$ cat config.mk
export PLATFORM = sky130hd
export DESIGN_NAME = botassium_mem_copy_master
export DESIGN_NICKNAME = d
export VERILOG_FILES = /design/src/rtl/botassium_mem_copy_master.sv
export SDC_FILE = /design/constraint.sdc
export NUM_CORES = 1
export LEC_CHECK = 0
export CORE_MARGIN = 1
export CORE_UTILIZATION = 50
export CTS_BUF_LIST = sky130_fd_sc_hd__clkbuf_2
export DETAILED_ROUTE_END_ITERATION = 10
export HOLD_SLACK_MARGIN = 0.06
export MAX_ROUTING_LAYER = met4
export PLACE_DENSITY = 0.82
export SKIP_LAST_GASP = 1
export SYNTH_ARGS = -nofsm -noshare
export SYNTH_HDL_FRONTEND = slang
export SYNTH_SLANG_ARGS = --single-unit
$ cat constraint.sdc
create_clock -name clk -period 6.5 [get_ports clk]
set_clock_uncertainty 0.2 [all_clocks]
set_input_delay 1.625 -clock clk [delete_from_list [all_inputs] [get_ports clk]]
set_output_delay 1.625 -clock clk [all_outputs]
set_load 0.02 [all_outputs]
$ cat src/rtl/botassium_mem_copy_master.sv
// botassium_mem_copy_master: Avalon-MM master copying a block of words inside one single-port on-chip memory
// Ports:
//   clk, reset                      - clock, synchronous active-high reset
//   cmd_start/src/dst/len/abort     - command interface (start honoured only when busy=0)
//   busy, done, error, words_copied - status (done pulses once per accepted command)
//   address, byteenable, chipselect, write, writedata, readdata, waitrequest - Avalon-MM master port
module botassium_mem_copy_master #(
  parameter int ADDR_W       = 13,
  parameter int DATA_W       = 32,
  parameter int DEPTH        = 5000,
  parameter int READ_LATENCY = 1
) (
  input  logic                  clk,
  input  logic                  reset,
  input  logic                  cmd_start,
  input  logic [ADDR_W-1:0]     cmd_src,
  input  logic [ADDR_W-1:0]     cmd_dst,
  input  logic [ADDR_W:0]       cmd_len,
  input  logic                  cmd_abort,
  output logic                  busy,
  output logic                  done,
  output logic                  error,
  output logic [ADDR_W:0]       words_copied,
  output logic [ADDR_W-1:0]     address,
  output logic [DATA_W/8-1:0]   byteenable,
  output logic                  chipselect,
  output logic                  write,
  output logic [DATA_W-1:0]     writedata,
  input  logic [DATA_W-1:0]     readdata,
  input  logic                  waitrequest
);
  typedef enum logic [2:0] {IDLE, RD, RDWAIT, WR, FIN} state_t;
  localparam logic [ADDR_W+1:0] DEPTH_L = (ADDR_W+2)'(DEPTH);
  localparam logic [1:0] LAT = 2'(READ_LATENCY);
  state_t state;
  logic [ADDR_W-1:0] src_ptr, dst_ptr;
  logic [ADDR_W:0] remaining;
  logic [1:0] lat_cnt;
  logic abort_pending;
  logic range_bad;
  // ends are computed one bit wider than the length so the sum cannot overflow
  always_comb range_bad = ({2'b0, cmd_src} + {1'b0, cmd_len} > DEPTH_L) ||
                          ({2'b0, cmd_dst} + {1'b0, cmd_len} > DEPTH_L);
  always_comb byteenable = chipselect ? '1 : '0;
  always_ff @(posedge clk) begin
    if (reset) begin
      state         <= IDLE;
      src_ptr       <= '0;
      dst_ptr       <= '0;
      remaining     <= '0;
      lat_cnt       <= '0;
      abort_pending <= 1'b0;
      busy          <= 1'b0;
      done          <= 1'b0;
      error         <= 1'b0;
      words_copied  <= '0;
      address       <= '0;
      chipselect    <= 1'b0;
      write         <= 1'b0;
      writedata     <= '0;
    end else begin
      done          <= 1'b0;
      abort_pending <= abort_pending | (cmd_abort & busy);
      case (state)
        IDLE, FIN: begin
          state         <= IDLE;
          abort_pending <= 1'b0;
          if (cmd_start) begin
            src_ptr      <= cmd_src;
            dst_ptr      <= cmd_dst;
            remaining    <= cmd_len;
            words_copied <= '0;
            error        <= 1'b0;
            if (cmd_len == '0) begin
              done  <= 1'b1;
              state <= FIN;
            end else if (range_bad) begin
              error <= 1'b1;
              done  <= 1'b1;
              state <= FIN;
            end else begin
              busy       <= 1'b1;
              chipselect <= 1'b1;
              write      <= 1'b0;
              address    <= cmd_src;
              state      <= RD;
            end
          end
        end
        RD: begin
          if (!waitrequest) begin
            chipselect <= 1'b0;
            lat_cnt    <= LAT;
            state      <= RDWAIT;
          end
        end
        RDWAIT: begin
          if (lat_cnt == 2'd1) begin
            writedata  <= readdata;
            chipselect <= 1'b1;
            write      <= 1'b1;
            address    <= dst_ptr;
            state      <= WR;
          end else begin
            lat_cnt <= lat_cnt - 2'd1;
          end
        end
        WR: begin
          if (!waitrequest) begin
            src_ptr      <= src_ptr + 1'b1;
            dst_ptr      <= dst_ptr + 1'b1;
            words_copied <= words_copied + 1'b1;
            remaining    <= remaining - 1'b1;
            write        <= 1'b0;
            // an abort seen on the accepting cycle also ends the copy at this boundary
            if (remaining == 1 || abort_pending || cmd_abort) begin
              chipselect <= 1'b0;
              busy       <= 1'b0;
              done       <= 1'b1;
              state      <= FIN;
            end else begin
              address <= src_ptr + 1'b1;
              state   <= RD;
            end
          end
        end
        default: state <= IDLE;
      endcase
    end
  end
endmodule

* Word level (Yosys, flattened, before mapping)
Cells that the tools add are included.
** Operators by class
- Add/subtract/negate cells :: 7
- Order comparisons :: 2
- Eq/ne operators :: 15
- Muxes and demuxes :: 51
- Bitwise logic cells :: 2
- Reduce and logical (&&, ||, !) cells :: 20
** Operator list (number)
- $mux W13 :: 10
- $mux W14 :: 4
- $pmux W14 S2 :: 2
- $pmux W13 S2 :: 2
- $pmux W13 S3 :: 1
- $add A13 B14 Y15 :: 2
- $gt A15 B13 Y1 const B :: 2
- $add A13 B1 Y13 const B :: 2
- $mux W3 :: 7
- $ne A2 B2 Y1 const B :: 9
- $mux W1 :: 16
- $add A14 B1 Y14 const B :: 1
- $eq A14 B1 Y1 const B :: 1
- $logic_not A14 Y1 :: 1
- $sub A14 B1 Y14 const B :: 1
- $pmux W3 S4 :: 1
- $reduce_and A6 Y1 :: 2
- $reduce_and A3 Y1 :: 3
- $reduce_and A8 Y1 :: 1
- $reduce_and A7 Y1 :: 1
- $eq A3 B2 Y1 const B :: 2
- $mux W2 :: 2
- $mux W4 :: 1
- $pmux W1 S2 :: 2
- 17 further kinds :: 21
** Word-level totals
- Register bits :: 110
- Bits of input ports :: 77
- Output and inout bits :: 68
- Logic and storage cells :: 111

* Depth between registers and ports, before layout
- Depth in word-level cells :: 7
- Depth in mapped cells :: 12
- Gate-level depth less buffers :: 11

* Worst setup path before layout
OpenSTA, ideal clock, no wires.
- Path kind :: input to register
- From :: in cmd_src[0]
- To :: reg address[10]
- Setup time :: 0.157 ns
- Arrival time :: 4.050 ns
- Required time :: 6.143 ns
- Slack :: 2.092 ns
- Stages on the path :: 11
- Buffers on the path :: 1
- Path through :: ha_1 > fa_1 > xor2_1 > or3_1 > a2111oi_2 > or4_1 > o211ai_2 > a211o_2 > a21oi_2 > buf_6 > a311oi_2
** Between the ends
- Word-level cells in the longest chain between the ends :: 5
** Ends and longest elaborated chain
- from (decl) :: line 16 : input logic [ADDR_W-1:0] cmd_src,
- $add A13 B14 Y15 :: line 42 : always_comb range_bad = ({2'b0, cmd_src} + {1'b0, cmd_len} > DEPTH_L) ||
- $gt A15 B13 Y1 :: line 42
- $logic_or A1 B1 Y1 :: line 42
- $ne A2 B2 Y1 (no source line)
- $reduce_and A7 Y1 (no source line)
- to (signal assigned) :: line 85 : address <= cmd_src;
- to (signal assigned) :: line 102 : address <= dst_ptr;
- to (signal assigned) :: line 122 : address <= src_ptr + 1'b1;
- to (decl) :: line 24 : output logic [ADDR_W-1:0] address,
No other way between the ends.
A chain may end at the register's enable or synchronous reset.

* Worst setup path after layout
- From :: in cmd_len[0]
- To :: reg address[0]
** Between the ends
- Word-level cells in the longest chain between the ends :: 5
- Elaborated cells between the ends (all ways) :: 9
- Classes of those cells :: 2 x add/sub; 2 x order compare; 2 x eq/ne; 3 x reduce/logical
** Ends and longest elaborated chain
- from (decl) :: line 18 : input logic [ADDR_W:0] cmd_len,
- $add A13 B14 Y15 (on tied branches) :: line 42, 43
- $gt A15 B13 Y1 (on tied branches) :: line 42, 43
- $logic_or A1 B1 Y1 :: line 42
- $ne A2 B2 Y1 (no source line)
- $reduce_and A7 Y1 (no source line) *
Mark *: on every way between the ends. The rest lies on a longest branch, timed or not.

==> summary.md <==
| Metric | Value |
|---|---|
| Yosys reg bits | 110 |
| Clock Sinks | 110 |
| Vias per cell | around 6.0 |
| YS warnings | 0 |
| Slew headroom | 23.4% |
| Placed Area | 0.00834 mm^2 |
| Sw frac | a little over a third |
| Share of layout cells above drive strength 1 | around 5.6% |
| Fmax | about 200 MHz |
| Cell area power density | between 150 and 200 mW/mm^2 |
| Fin crit share | 77.3% |
| Final wirelength | 20500 um |
| Antenna Nets Post-Route | 0 |
| Buffer count from post-CTS setup fixing | 0 |
| PortBufs | ~140 |
| Combinational power share | 29.0% |
| Vias in the first global route | 6406 |
| Die height | 119 um |
| Run status | completed |
| Post-CTS Hold Fix Bufs | 0 |
| Clock power share | 20.6% |
| Post-synthesis instance total | around 900 |
| Final Power | 1.48 mW |
| Core area | 0.0133 mm^2 |
| Critical Path Fanout Max | 13 |
| Filler Cell Count | roughly 1200 |
| Antenna violations before repair | 0 |
| Vias post-DR | a little over 7000 |
| Largest net degree at the start of global routing | 67 |
| Die area | 0.0142 mm^2 |
| TNS Setup | 0 ns |
| Worst slew pin tran | 1.15 ns |
| Worst-skew pair later-pin latency | 0.68 ns |
| Synth Area per Inst | 7.59 um^2 |
| CTS tree | yes |
| Internal Power | 0.954 mW |
| Required @ worst endpoint | 6.90 ns |
| GR Overflow Total | 0 |
| Synthesized area | 0.00686 mm^2 |
| Detail Placement HPWL | 15200 um |
| Final Slew Violations | 0 |
| DR WL/cell | between 15 and 20 um |
| # DRC | 0 |
| Starting DRT DRC Count | roughly 650 |
| Sequential cell area fraction in the yosys report | between 30% and 40% |
| Yosys cell types | 70 |
| Total track usage | 30.0% |
| Most used flip-flop cell after synthesis | dfxtp_1 |
| Post-route cell area | 0.00844 mm^2 |
| Top-level port count | 145 |
| Setup crit end kind | register |
| Mapped Nets | approximately 1000 |
| Clock-pin slew on the worst setup and hold paths | 0.30 ns |
| H-tree depth | 3 |
| First-pass GRT wire length | 32800 um |
| Max clock buf depth | 2 |
| Post-synth EDFFs | 0 |
| Crit path launch type | input pin |
| Peak supply drop | 0.000139 V |
| Flop pwr share | 50.3% |
| Yosys top cell by area | dfxtp_1 |
| Top cells by area, synth | dfxtp_1, a21oi_1, nand2_1 |
| Hold Vio Cnt, Final | 0 |
| Max Cap Viol | 0 |
| PostCTS Resize Cnt | 0 |
| RePlAce Congestion | 0.947 |
| Drt pass-1 iters | 6 |
| Die width | between 100 and 150 um |
| Final nets | about 1100 |
| Leakage | 2.95 nW |
| Final min period | 5.02 ns |
| Row cnt | 42 |
| TritonCTS buffer count | 9 |
| Starting density of the core | 51.6% |
| # setup viols final | 0 |
| Area Growth Syn to Fin | 23.0% |
| Synth top area share | ~32% |
| Root Driver | clkbuf_2 |
| RSZ-0062 raised after global routing | no |
| Data arrival, critical path | ~5.4 ns |
| Psw | 0.529 mW |
| Critical path class | input pin to register |
| Hold crit path type | register to register |
| Async S/R FF share, synth | 0% |
[layout by cell type, fill, tap and decap left out, types with 21 or more instances in the layout]
cell type        instances
clkdlybuf4s50_1        143
a21oi_1                123
nand2_1                114
dfxtp_1                110
nor2_1                  99
o21ai_0                 55
ha_1                    32
a211oi_1                30
xnor2_1                 24
nand3_1                 23
nor3_1                  22
inv_1                   21
[critical path, cell delays in order]
cell and delay, ns:
clkdlybuf4s50_1 0.51, ha_1 0.26, fa_1 0.41, a21oi_1 0.32, o221a_4 0.26, o211ai_2 0.09, a221oi_2 0.28, xor2_1 0.22
a311oi_1 0.09, a211oi_2 0.77, nand2_1 0.23, mux2_1 0.37
[state kept, by name (all words and copies together) (netlist names)]
register / flops
src_ptr: 13
dst_ptr: 13
done: 1
abort_pending: 1
remaining: 14
write: 1
address: 13
error: 1
words_copied: 14
lat_cnt: 2
busy: 1
writedata: 32
state: 3
chipselect: 1
[layout make-up]
| cell class | instances | area [um^2] | area share, % |
|---|---|---|---|
| antenna | 1 | 2.50 | 0.0296 |
| clock buffer | 9 | 45.0 | 0.533 |
| clock inverter | 7 | 57.6 | 0.682 |
| inverter | 23 | 86.3 | 1.02 |
| multi-input combinational | 713 | 4350 | 51.5 |
| sequential | 110 | 2200 | 26.1 |
| tap | 176 | 220 | 2.61 |
| timing repair buffer | 150 | 1480 | 17.6 |
[metrics by stage]
step	setup slack [ns]	hold WS, ns	cells	util [%]
2_1_floorplan	2.09	0.244	904	-
3_3_place_gp	0.935	0.242	1172	62.7
3_5_place_dp	0.813	0.246	1172	62.7
4_1_cts	1.56	0.274	1188	63.5
5_1_grt	1.35	0.293	1188	63.5
6_report	1.48	0.273	1189	63.5
[cell usage after synthesis, drive strengths merged (2+ instances only)]
library cell	number
dfxtp	110
o22ai	8
and2	5
buf	12
fa	2
a211o	2
a41oi	2
clkbuf	46
nand2	115
a221oi	6
a22oi	10
or3	10
nor3	23
xor2	9
o21ai	63
nor3b	3
nand3b	6
nand4	9
o211ai	7
ha	32
nor4b	2
a21oi	127
nand2b	7
inv	23
a211oi	33
a311oi	15
nand3	23
xnor2	24
nor2b	8
a21o	7
o31ai	6
nor2	100
nor4	4
a22o	3
a31oi	5
mux2	2
and3	18
[logic make-up after synthesis]
group,after synthesis,share of synthesized area (%)
AOI/OAI and AO/OA,307,29.5
xor gates and xnor gates,33,4.21
adders and majority gates,34,6.42
buffers and inverters,81,4.98
DFF,110,32.1
muxes,3,0.474
and+or+nand+nor,336,22.3
[power groups by stage]
stage	Sequential (mW)	Combinational (mW)	Clock, mW
6_report	0.746	0.431	0.306
5_1_grt	0.752	0.468	0.341
4_1_cts	0.745	0.424	0.313
3_5_place_dp	0.756	0.423	0
3_3_place_gp	0.756	0.417	0
2_1_floorplan	0.759	0.273	0
[worst paths after layout]
check | from | slack [ns] | to | depth (start not counted)
setup / recovery | cmd_len[0] | 1.48 | address[0] | 12
hold / removal | writedata[20] | 0.27 | writedata[20] | 2
setup reg to reg | state[1] | 2.20 | words_copied[12] | 8
hold reg to reg | writedata[20] | 0.27 | writedata[20] | 2
[layer usage]
| layer | GRT usage (%) | wire length, um |
|---|---|---|
| met5 | - | 0 |
| met4 | 12.3 | 743 |
| met3 | 6.47 | 1480 |
| met2 | 45.1 | 9220 |
| met1 | 39.0 | 9050 |
Note: power is estimated with default switching activity, not from simulation.
